### config.mk
export PLATFORM = sky130hd
export DESIGN_NAME = alu_mdu
export DESIGN_NICKNAME = d
export VERILOG_FILES = /design/src/rtl/alu_mdu.sv
export SDC_FILE = /design/constraint.sdc
export NUM_CORES = 1
export LEC_CHECK = 0
export ABC_AREA = 1
export ABC_CLOCK_PERIOD_IN_PS = 5500
export CORE_UTILIZATION = 40
export CTS_BUF_LIST = sky130_fd_sc_hd__clkbuf_8
export DETAILED_ROUTE_END_ITERATION = 10
export GPL_TIMING_DRIVEN = 0
export HOLD_SLACK_MARGIN = 0.15
export SLEW_MARGIN = 20
export SYNTH_ARGS = -nofsm -noshare
export SYNTH_HDL_FRONTEND = slang
export SYNTH_SLANG_ARGS = --single-unit
### constraint.sdc
create_clock -name clk -period 5.5 [get_ports clk]
set_clock_uncertainty 0.05 [all_clocks]
set_input_delay 1.1 -clock clk [delete_from_list [all_inputs] [get_ports clk]]
set_output_delay 1.1 -clock clk [all_outputs]
set_load 0.005 [all_outputs]
### src/rtl/alu_mdu.sv
// alu_mdu: RV32I/RV64I base ALU plus iterative M-extension multiply/divide engines.
// Define ALU_MDU_EN to build the MUL/DIV engines; without it M ops return 0 in one cycle.
module alu_mdu #(
  parameter int XLEN     = 32,
  parameter int MUL_STEP = 4,
  parameter int DIV_STEP = 1
) (
  input  logic            clk,
  input  logic            reset_i,
  input  logic            start_i,
  input  logic [XLEN-1:0] in1_i,
  input  logic [XLEN-1:0] in2_i,
  input  logic [2:0]      op_i,
  input  logic            op_qual_i,
  input  logic            op_ext_i,
  output logic [XLEN-1:0] out_o,
  output logic            busy_o,
  output logic            done_o,
  output logic            div_by_zero_o
);
  localparam int SHW = $clog2(XLEN);

  if ((XLEN != 32 && XLEN != 64) || (XLEN % MUL_STEP) != 0 ||
      (MUL_STEP != 1 && MUL_STEP != 2 && MUL_STEP != 4 && MUL_STEP != 8) ||
      (DIV_STEP != 1 && DIV_STEP != 2)) begin : g_bad_cfg
    $error("alu_mdu: unsupported parameter combination");
  end

  function automatic logic [XLEN-1:0] base_alu(input logic [2:0] f, input logic q,
                                               input logic [XLEN-1:0] a, input logic [XLEN-1:0] b);
    logic [SHW-1:0] sh;
    sh = b[SHW-1:0];
    case (f)
      3'b000:  base_alu = q ? (a - b) : (a + b);
      3'b001:  base_alu = a << sh;
      3'b010:  base_alu = {{(XLEN-1){1'b0}}, ($signed(a) < $signed(b))};
      3'b011:  base_alu = {{(XLEN-1){1'b0}}, (a < b)};
      3'b100:  base_alu = a ^ b;
      3'b101: begin
        // kept as separate assignments so the arithmetic shift stays signed
        if (q) base_alu = $signed(a) >>> sh;
        else   base_alu = a >> sh;
      end
      3'b110:  base_alu = a | b;
      3'b111:  base_alu = a & b;
      default: base_alu = '0;
    endcase
  endfunction

  logic [XLEN-1:0] out_q, out_d;
  logic            done_q, done_d;
  logic            dbz_q, dbz_d;
  logic            busy_q, busy_d;
  logic            accept_s;

`ifdef ALU_MDU_EN
  localparam int MUL_ITERS = XLEN / MUL_STEP;
  localparam int DIV_ITERS = XLEN / DIV_STEP;
  localparam int CW        = $clog2(XLEN + 1);

  typedef enum logic [2:0] {
    S_IDLE     = 3'd0,
    S_MUL      = 3'd1,
    S_DIV_PREP = 3'd2,
    S_DIV      = 3'd3,
    S_FIX      = 3'd4
  } state_e;

  function automatic logic [2*XLEN-1:0] mul_iter(input logic [2*XLEN-1:0] acc,
                                                 input logic [2*XLEN-1:0] a,
                                                 input logic [MUL_STEP-1:0] bits);
    logic [2*XLEN-1:0] r;
    r = acc;
    for (int j = 0; j < MUL_STEP; j++) begin
      if (bits[j]) r = r + (a << j);
      else         r = r;
    end
    return r;
  endfunction

  // {remainder, quotient/dividend} restoring step, DIV_STEP quotient bits at a time
  function automatic logic [2*XLEN-1:0] div_iter(input logic [2*XLEN-1:0] rq,
                                                 input logic [XLEN-1:0] d);
    logic [XLEN:0]   r;
    logic [XLEN-1:0] q;
    r = {1'b0, rq[2*XLEN-1:XLEN]};
    q = rq[XLEN-1:0];
    for (int j = 0; j < DIV_STEP; j++) begin
      r = {r[XLEN-1:0], q[XLEN-1]};
      q = {q[XLEN-2:0], 1'b0};
      if (r >= {1'b0, d}) begin
        r    = r - {1'b0, d};
        q[0] = 1'b1;
      end else begin
        q[0] = 1'b0;
      end
    end
    return {r[XLEN-1:0], q};
  endfunction

  state_e            state_q, state_d;
  logic [2:0]        f_q, f_d;
  logic [2*XLEN-1:0] a_q, a_d;
  logic [XLEN-1:0]   b_q, b_d;
  logic [2*XLEN-1:0] acc_q, acc_d;
  logic [CW-1:0]     cnt_q, cnt_d;
  logic              qn_q, qn_d, rn_q, rn_d;
  logic              mul_a_sgn_s, mul_b_sgn_s, div_sgn_s;
  logic [XLEN-1:0]   div_a_mag_s, div_b_mag_s, rem_s, quo_s;

  assign accept_s    = start_i && (state_q == S_IDLE);
  assign mul_a_sgn_s = (op_i[1:0] == 2'b01) || (op_i[1:0] == 2'b10);
  assign mul_b_sgn_s = (op_i[1:0] == 2'b01);
  assign div_sgn_s   = ~f_q[0];
  assign div_a_mag_s = (div_sgn_s && a_q[XLEN-1]) ? -a_q[XLEN-1:0] : a_q[XLEN-1:0];
  assign div_b_mag_s = (div_sgn_s && b_q[XLEN-1]) ? -b_q : b_q;
  assign rem_s       = acc_q[2*XLEN-1:XLEN];
  assign quo_s       = acc_q[XLEN-1:0];

  always_comb begin
    out_d   = out_q;
    done_d  = 1'b0;
    dbz_d   = dbz_q;
    state_d = state_q;
    f_d     = f_q;
    a_d     = a_q;
    b_d     = b_q;
    acc_d   = acc_q;
    cnt_d   = cnt_q;
    qn_d    = qn_q;
    rn_d    = rn_q;
    case (state_q)
      S_IDLE: begin
        if (accept_s) begin
          f_d = op_i;
          b_d = in2_i;
          if (!op_ext_i) begin
            out_d  = base_alu(op_i, op_qual_i, in1_i, in2_i);
            done_d = 1'b1;
            dbz_d  = 1'b0;
          end else if (!op_i[2]) begin
            // a negative signed multiplier contributes -a * 2^XLEN up front
            a_d     = {{XLEN{in1_i[XLEN-1] & mul_a_sgn_s}}, in1_i};
            acc_d   = (mul_b_sgn_s && in2_i[XLEN-1]) ? ({(2*XLEN){1'b0}} - (a_d << XLEN))
                                                     : {(2*XLEN){1'b0}};
            cnt_d   = CW'(MUL_ITERS - 1);
            state_d = S_MUL;
          end else begin
            a_d     = {{XLEN{1'b0}}, in1_i};
            qn_d    = ~op_i[0] & (in1_i[XLEN-1] ^ in2_i[XLEN-1]);
            rn_d    = ~op_i[0] & in1_i[XLEN-1];
            cnt_d   = CW'(DIV_ITERS - 2);
            state_d = S_DIV_PREP;
          end
        end else begin
          state_d = S_IDLE;
        end
      end
      S_MUL: begin
        acc_d = mul_iter(acc_q, a_q, b_q[MUL_STEP-1:0]);
        a_d   = a_q << MUL_STEP;
        b_d   = b_q >> MUL_STEP;
        if (cnt_q == '0) begin
          out_d   = (f_q == 3'b000) ? acc_d[XLEN-1:0] : acc_d[2*XLEN-1:XLEN];
          done_d  = 1'b1;
          dbz_d   = 1'b0;
          state_d = S_IDLE;
        end else begin
          cnt_d = cnt_q - 1'b1;
        end
      end
      S_DIV_PREP: begin
        // magnitudes are taken here and the first quotient step is folded in
        b_d     = div_b_mag_s;
        acc_d   = div_iter({{XLEN{1'b0}}, div_a_mag_s}, div_b_mag_s);
        state_d = S_DIV;
      end
      S_DIV: begin
        acc_d = div_iter(acc_q, b_q);
        if (cnt_q == '0) begin
          state_d = S_FIX;
        end else begin
          cnt_d = cnt_q - 1'b1;
        end
      end
      S_FIX: begin
        if (b_q == '0) begin
          out_d = f_q[1] ? a_q[XLEN-1:0] : {XLEN{1'b1}};
          dbz_d = 1'b1;
        end else begin
          out_d = f_q[1] ? (rn_q ? -rem_s : rem_s) : (qn_q ? -quo_s : quo_s);
          dbz_d = 1'b0;
        end
        done_d  = 1'b1;
        state_d = S_IDLE;
      end
      default: state_d = S_IDLE;
    endcase
    busy_d = (state_d != S_IDLE);
  end

  always_ff @(posedge clk) begin
    if (reset_i) begin
      state_q <= S_IDLE;
      f_q     <= 3'b000;
      a_q     <= '0;
      b_q     <= '0;
      acc_q   <= '0;
      cnt_q   <= '0;
      qn_q    <= 1'b0;
      rn_q    <= 1'b0;
    end else begin
      state_q <= state_d;
      f_q     <= f_d;
      a_q     <= a_d;
      b_q     <= b_d;
      acc_q   <= acc_d;
      cnt_q   <= cnt_d;
      qn_q    <= qn_d;
      rn_q    <= rn_d;
    end
  end
`else
  assign accept_s = start_i;

  always_comb begin
    out_d  = out_q;
    done_d = 1'b0;
    dbz_d  = dbz_q;
    busy_d = 1'b0;
    if (accept_s) begin
      out_d  = op_ext_i ? {XLEN{1'b0}} : base_alu(op_i, op_qual_i, in1_i, in2_i);
      done_d = 1'b1;
      dbz_d  = 1'b0;
    end else begin
      out_d = out_q;
    end
  end
`endif

  always_ff @(posedge clk) begin
    if (reset_i) begin
      out_q  <= '0;
      done_q <= 1'b0;
      dbz_q  <= 1'b0;
      busy_q <= 1'b0;
    end else begin
      out_q  <= out_d;
      done_q <= done_d;
      dbz_q  <= dbz_d;
      busy_q <= busy_d;
    end
  end

  assign out_o         = out_q;
  assign done_o        = done_q;
  assign busy_o        = busy_q;
  assign div_by_zero_o = dbz_q;
endmodule

== After elaboration in Yosys (flattened, before gate mapping) ==
Cells that the tools add are included.
Operators by class
  $add $sub $neg: 2
  $lt $le $gt $ge: 2
  equality and inequality tests: 7
  shift operators: 3
  muxes and demuxes: 5
  bitwise operators: 3
  reduce and logical (&&, ||, !) cells: 1
Operator list (number)
  $pmux 32 s8: 1
  $mux 32: 3
  $lt 32x32->1: 2
  $add 32x32->32: 1
  $and 32x32->32: 1
  $or 32x32->32: 1
  $shl 32x5->32: 1
  $shr 32x5->32: 1
  $sshr 32x5->32: 1
  $sub 32x32->32: 1
  $xor 32x32->32: 1
  $eq 3x3->1 const B: 4
  $eq 3x2->1 const B: 2
  $eq 3x1->1 const B: 1
  $logic_not 3->1: 1
  $mux 1: 1
Storage, ports and cells
  bits in registers: 33
  input port bits: 72

== Logic depth before layout (Yosys ltp) ==
  word-level depth: 4
  mapped depth: 19
  mapped depth without buffers: 18

== Least setup slack after synthesis ==
OpenSTA, ideal clock, no wires.
  kind: input to register
  from: input port in2_i[4]
  to: register out_q[11], in the netlist out_o[11]
  arrival: 3.154 ns
  path slack: 2.225 ns
  cell stages on the path: 15
  buffers on the path: 2
  path through: buf_2 clkinv_1 clkbuf_1 ha_1 nand2_1 nor2_1 nand3_1 nand3_1 nand2_1 nand3_1 nand2_1 or2_2 nand3_1 nand3_1 a21oi_1
Between the ends
  longest elaborated chain between the ends: 4
  elaborated cells between the ends (all ways): 9
  those cells by class: 2 x add/sub; 3 x shift; 4 x mux
RTL lines
  from (decl): line 12  | input logic [XLEN-1:0] in2_i,
  $add 32x32->32 (tied with other cells): line 34  | 3'b000: base_alu = q ? (a - b) : (a + b);
  $mux 32 (on tied branches): line 34, 41
  $pmux 32 s8 (*): line 33  | case (f)
  $mux 32 (*): line 232  | out_d = op_ext_i ? {XLEN{1'b0}} : base_alu(op_i, op_qual_i, in1_i, in2_i);
  to (signal assigned): line 248  | out_q <= out_d;
  to (decl): line 50  | logic [XLEN-1:0] out_q, out_d;
Mark *: on every way between the ends. The rest lies on a longest branch, timed or not.
A chain may end at the register's enable or synchronous reset.

== Worst setup path in the final report ==
  from: input port in2_i[4]
  to: register out_q[9], in the netlist out_o[9]
Same word-level chain as after synthesis.

==> results by group <==
Outcome
  • Status: finished, final reports clean

Critical path
  • CP max stage cell: ha_1
  • Depth of the most critical reg-to-reg path: 2
  • Crit path DAT: approximately 5.3 ns
  • Crit start category: input port
  • Crit Path Category: input port to flop
  • Crit path from: in2_i[4]
  • Worst-path cell chain: clkdlybuf4s50_1 > buf_2 > clkinv_1 > clkbuf_1 > ha_1 > inv_2 > nand2_1 > nand2_1 > nand3b_1 > nand2_1 > nand2_1 > o21ai_1 > nand2_1 > nand2_1 > o21ai_0 > inv_1 > nand2_1 > a21oi_1
  • Max stage delay on crit path: 0.51 ns
  • WP data required: approximately 5.7 ns
  • CP Max Fanout: 11
  • Cell mode on critical path: nand2_1
  • R2R Path Start: out_o[9]
  • CP endpoint kind: flop

Timing
  • Setup TNS: 0 ns
  • Final Max Tran Viols: 0
  • RSZ-0062 raised after global routing: false
  • Relative slew slack: 27.5%
  • Max Freq: 195 MHz
  • Hold Worst Slack: about 0.41 ns
  • Fin crit period: between 5 and 6 ns
  • Final setup fails: 0
  • Tcrit/Tclk final: a little over 90%
  • Final Hold Vio Count: 0
  • Worst slew pin tran: around 1.1 ns

Clock network
  • Post-CTS sizing: 0
  • H-tree levels: 2
  • Total CTS buffers: 5
  • Clock-pin slew on the worst setup and hold paths: 0.07 ns
  • Clk sinks: 33
  • Post-CTS setup buffer count: 0
  • CTS tree: built
  • Root Driver: clkbuf_8
  • Clock Path Buffers: 2
  • Clk Latency, worst-skew pair: 0.28 ns
  • Hold-fix buffers, CTS: 0

Synth
  • Synth Warn #: 0
  • Synth Area in Simple Gates: about 51%
  • Synth Cell Area: between 10,000 and 15,000 um2
  • Post-Synth XOR/XNOR Area: less than 1%
  • Top cell type's share of synthesized area: around 28%
  • Post-synthesis sequential area ratio: 6.27%
  • Synth area leader: nand2_1
  • Synth top area cells: nand2_1 28%, nand3_1 15%, ha_1 12%
  • Mux contribution to synthesized area: less than 1%
  • Largest family of logic cells by synthesized area: simple AND/OR/NAND/NOR gates
  • Flops & latches, synth: 33
  • Syn Inst Count: between 2,000 and 2,500
  • Synth Area in Adders: between 10% and 20%
  • Yosys cell types: between 40 and 50
  • Compound-gate portion of the synthesized area: around 16%
  • Synthesized area per cell: just over 5 um2

Floorplan
  • I/O Pins: 107
  • Die height: 164 um
  • Total core area: 25,900 um2
  • Row cnt: 59
  • Chip Width: 164 um
  • Die ar.: 27,000 um2
  • Starting density of the core: between 40% and 50%

Global routing
  • Vias in the first global route: 13,840
  • Total GRT Usage: 42.6%
  • Initial antenna violation count: 1
  • Total congestion overflow: 0
  • Largest net degree at the start of global routing: 13
  • First-pass GRT wire length: 83,500 um

Route
  • Pre-Repair DR Iteration Count: 6
  • Post-route DRC violation count: 0
  • DR iter-0 viols: 1,713
  • Final WL: 58,100 um
  • Final ANT Viol Nets: 0
  • Total number of vias: between 10,000 and 15,000
  • Via density: slightly below 6
  • Avg WL per Cell: 22.9 um

Power and ir drop
  • Pwr dens: 133 nW/um2
  • Switch Pwr: 0.000911 W
  • Leak: between 6 and 7 nW
  • Worst IR Drop VDD: 121 uV
  • Reg power frac: 15.8%
  • Share of total power in combinational logic: slightly above 70%
  • Switching Share: 56.8%
  • Power Internal: 0.000693 W
  • Clk pwr share: 11.7%

Cells and area
  • Layout cells sized above 1: under 10%
  • Most common cell after layout, fill and taps aside: nand2_1
  • Commonest cells after routing, fill and taps aside: 774 x nand2_1, 316 x nand3_1, 259 x inv_1
  • Layout Nets: 2,376
  • Area delta synth->final: 14.5%
  • N_diodes: 0

Place
  • Number of port buffers: slightly above 100
  • RePlAce Congestion: about 1.1
  • Placed wire-length estimate: 48,900 um

Flow run
  • Max Cap Viol: 0

Hold path
  • Min-Delay Path Depth: 2
  • Hold Crit Start: out_o[5]
  • Hold/Removal Path Class: flop to flop
-- power groups by stage --
stage / combinational, W / clock (W) / sequential, W
after floorplan: 0.000681 / 0 / 0.000260
after global placement: 0.00111 / 0 / 0.000259
after detailed placement: 0.00111 / 0 / 0.000259
after CTS: 0.00112 / 0.000191 / 0.000254
after global routing: 0.00125 / 0.000200 / 0.000255
final: 0.00116 / 0.000187 / 0.000254
-- path summary, 6_finish.rpt --
path,slack (ns),end
setup / recovery,0.37,out_o[9]
hold / removal,0.41,out_o[5]
setup reg to reg,4.82,out_o[9]
hold reg to reg,0.41,out_o[5]
-- worst max-delay path, delay by kind of cell --
family                   cells  cell delay (ns)
AND/OR/NAND/NOR              8             1.27
AO/OA/AOI/OAI                3             0.65
adder cells (fa/ha/maj)      1             0.51
buffers and inverters        6             1.74
-- routing by layer --
layer	share of wire, %	global-route usage, %	wire, um
met1	40	53.1	23100
met5	0.022	0	13
met4	7.0	26.5	4060
met2	44	68.1	25400
met3	9.4	6.77	5470
-- registers in the layout, summed over array words and instances (netlist names) --
register,count
out_o,32
done_o,1
-- metrics by stage --
step	util [%]	setup slack [ns]	power [W]	cells	instance area [um2]
floorplan	-	2.23	0.000941	2096	10500
global placement	46.2	0.377	0.00137	2533	12000
detailed placement	46.2	0.334	0.00137	2533	12000
CTS	46.5	0.618	0.00156	2540	12100
global route	46.5	0.259	0.00170	2540	12100
finish	46.5	0.365	0.00160	2540	12100
-- cell families after synthesis --
kind of cell,Yosys count
muxes,1
and+or+nand+nor,1289
other,1
adders and majority gates,99
AOI/OAI and AO/OA,292
buffers and inverters,378
xor gates and xnor gates,2
DFF,33
-- cells in the mapped netlist (all sizes together) --
master and instances:
nand2 774, nand3 316, inv 269, nor2 144, a21oi 130, ha 97
o21ai 89, buf 74, dfxtp 33, clkbuf 32, nor3 23, o2111ai 15
nand4 13, a31oi 10, o21bai 9, and2 8, o211ai 8, o221ai 8
o22ai 7, nand3b 5, a2111oi 4, or2 4, a211oi 3, a221oi 3
clkinv 3, o21a 3, a21o 2, fa 2, nor4 2, xor2 2
conb 1, mux2i 1, o211a 1
-- final cells by class --
class / instances / area (um2)
fillers: 3032 / 13800
clock buffers: 6 / 82.6
repair buffers: 102 / 1020
multi-input cells: 1685 / 8340
flip-flops and latches: 33 / 661
well taps: 335 / 419
inverters: 272 / 1020
plain buffers: 106 / 512
clock inverters: 1 / 3.75
Power figures use the tool's default switching activity.
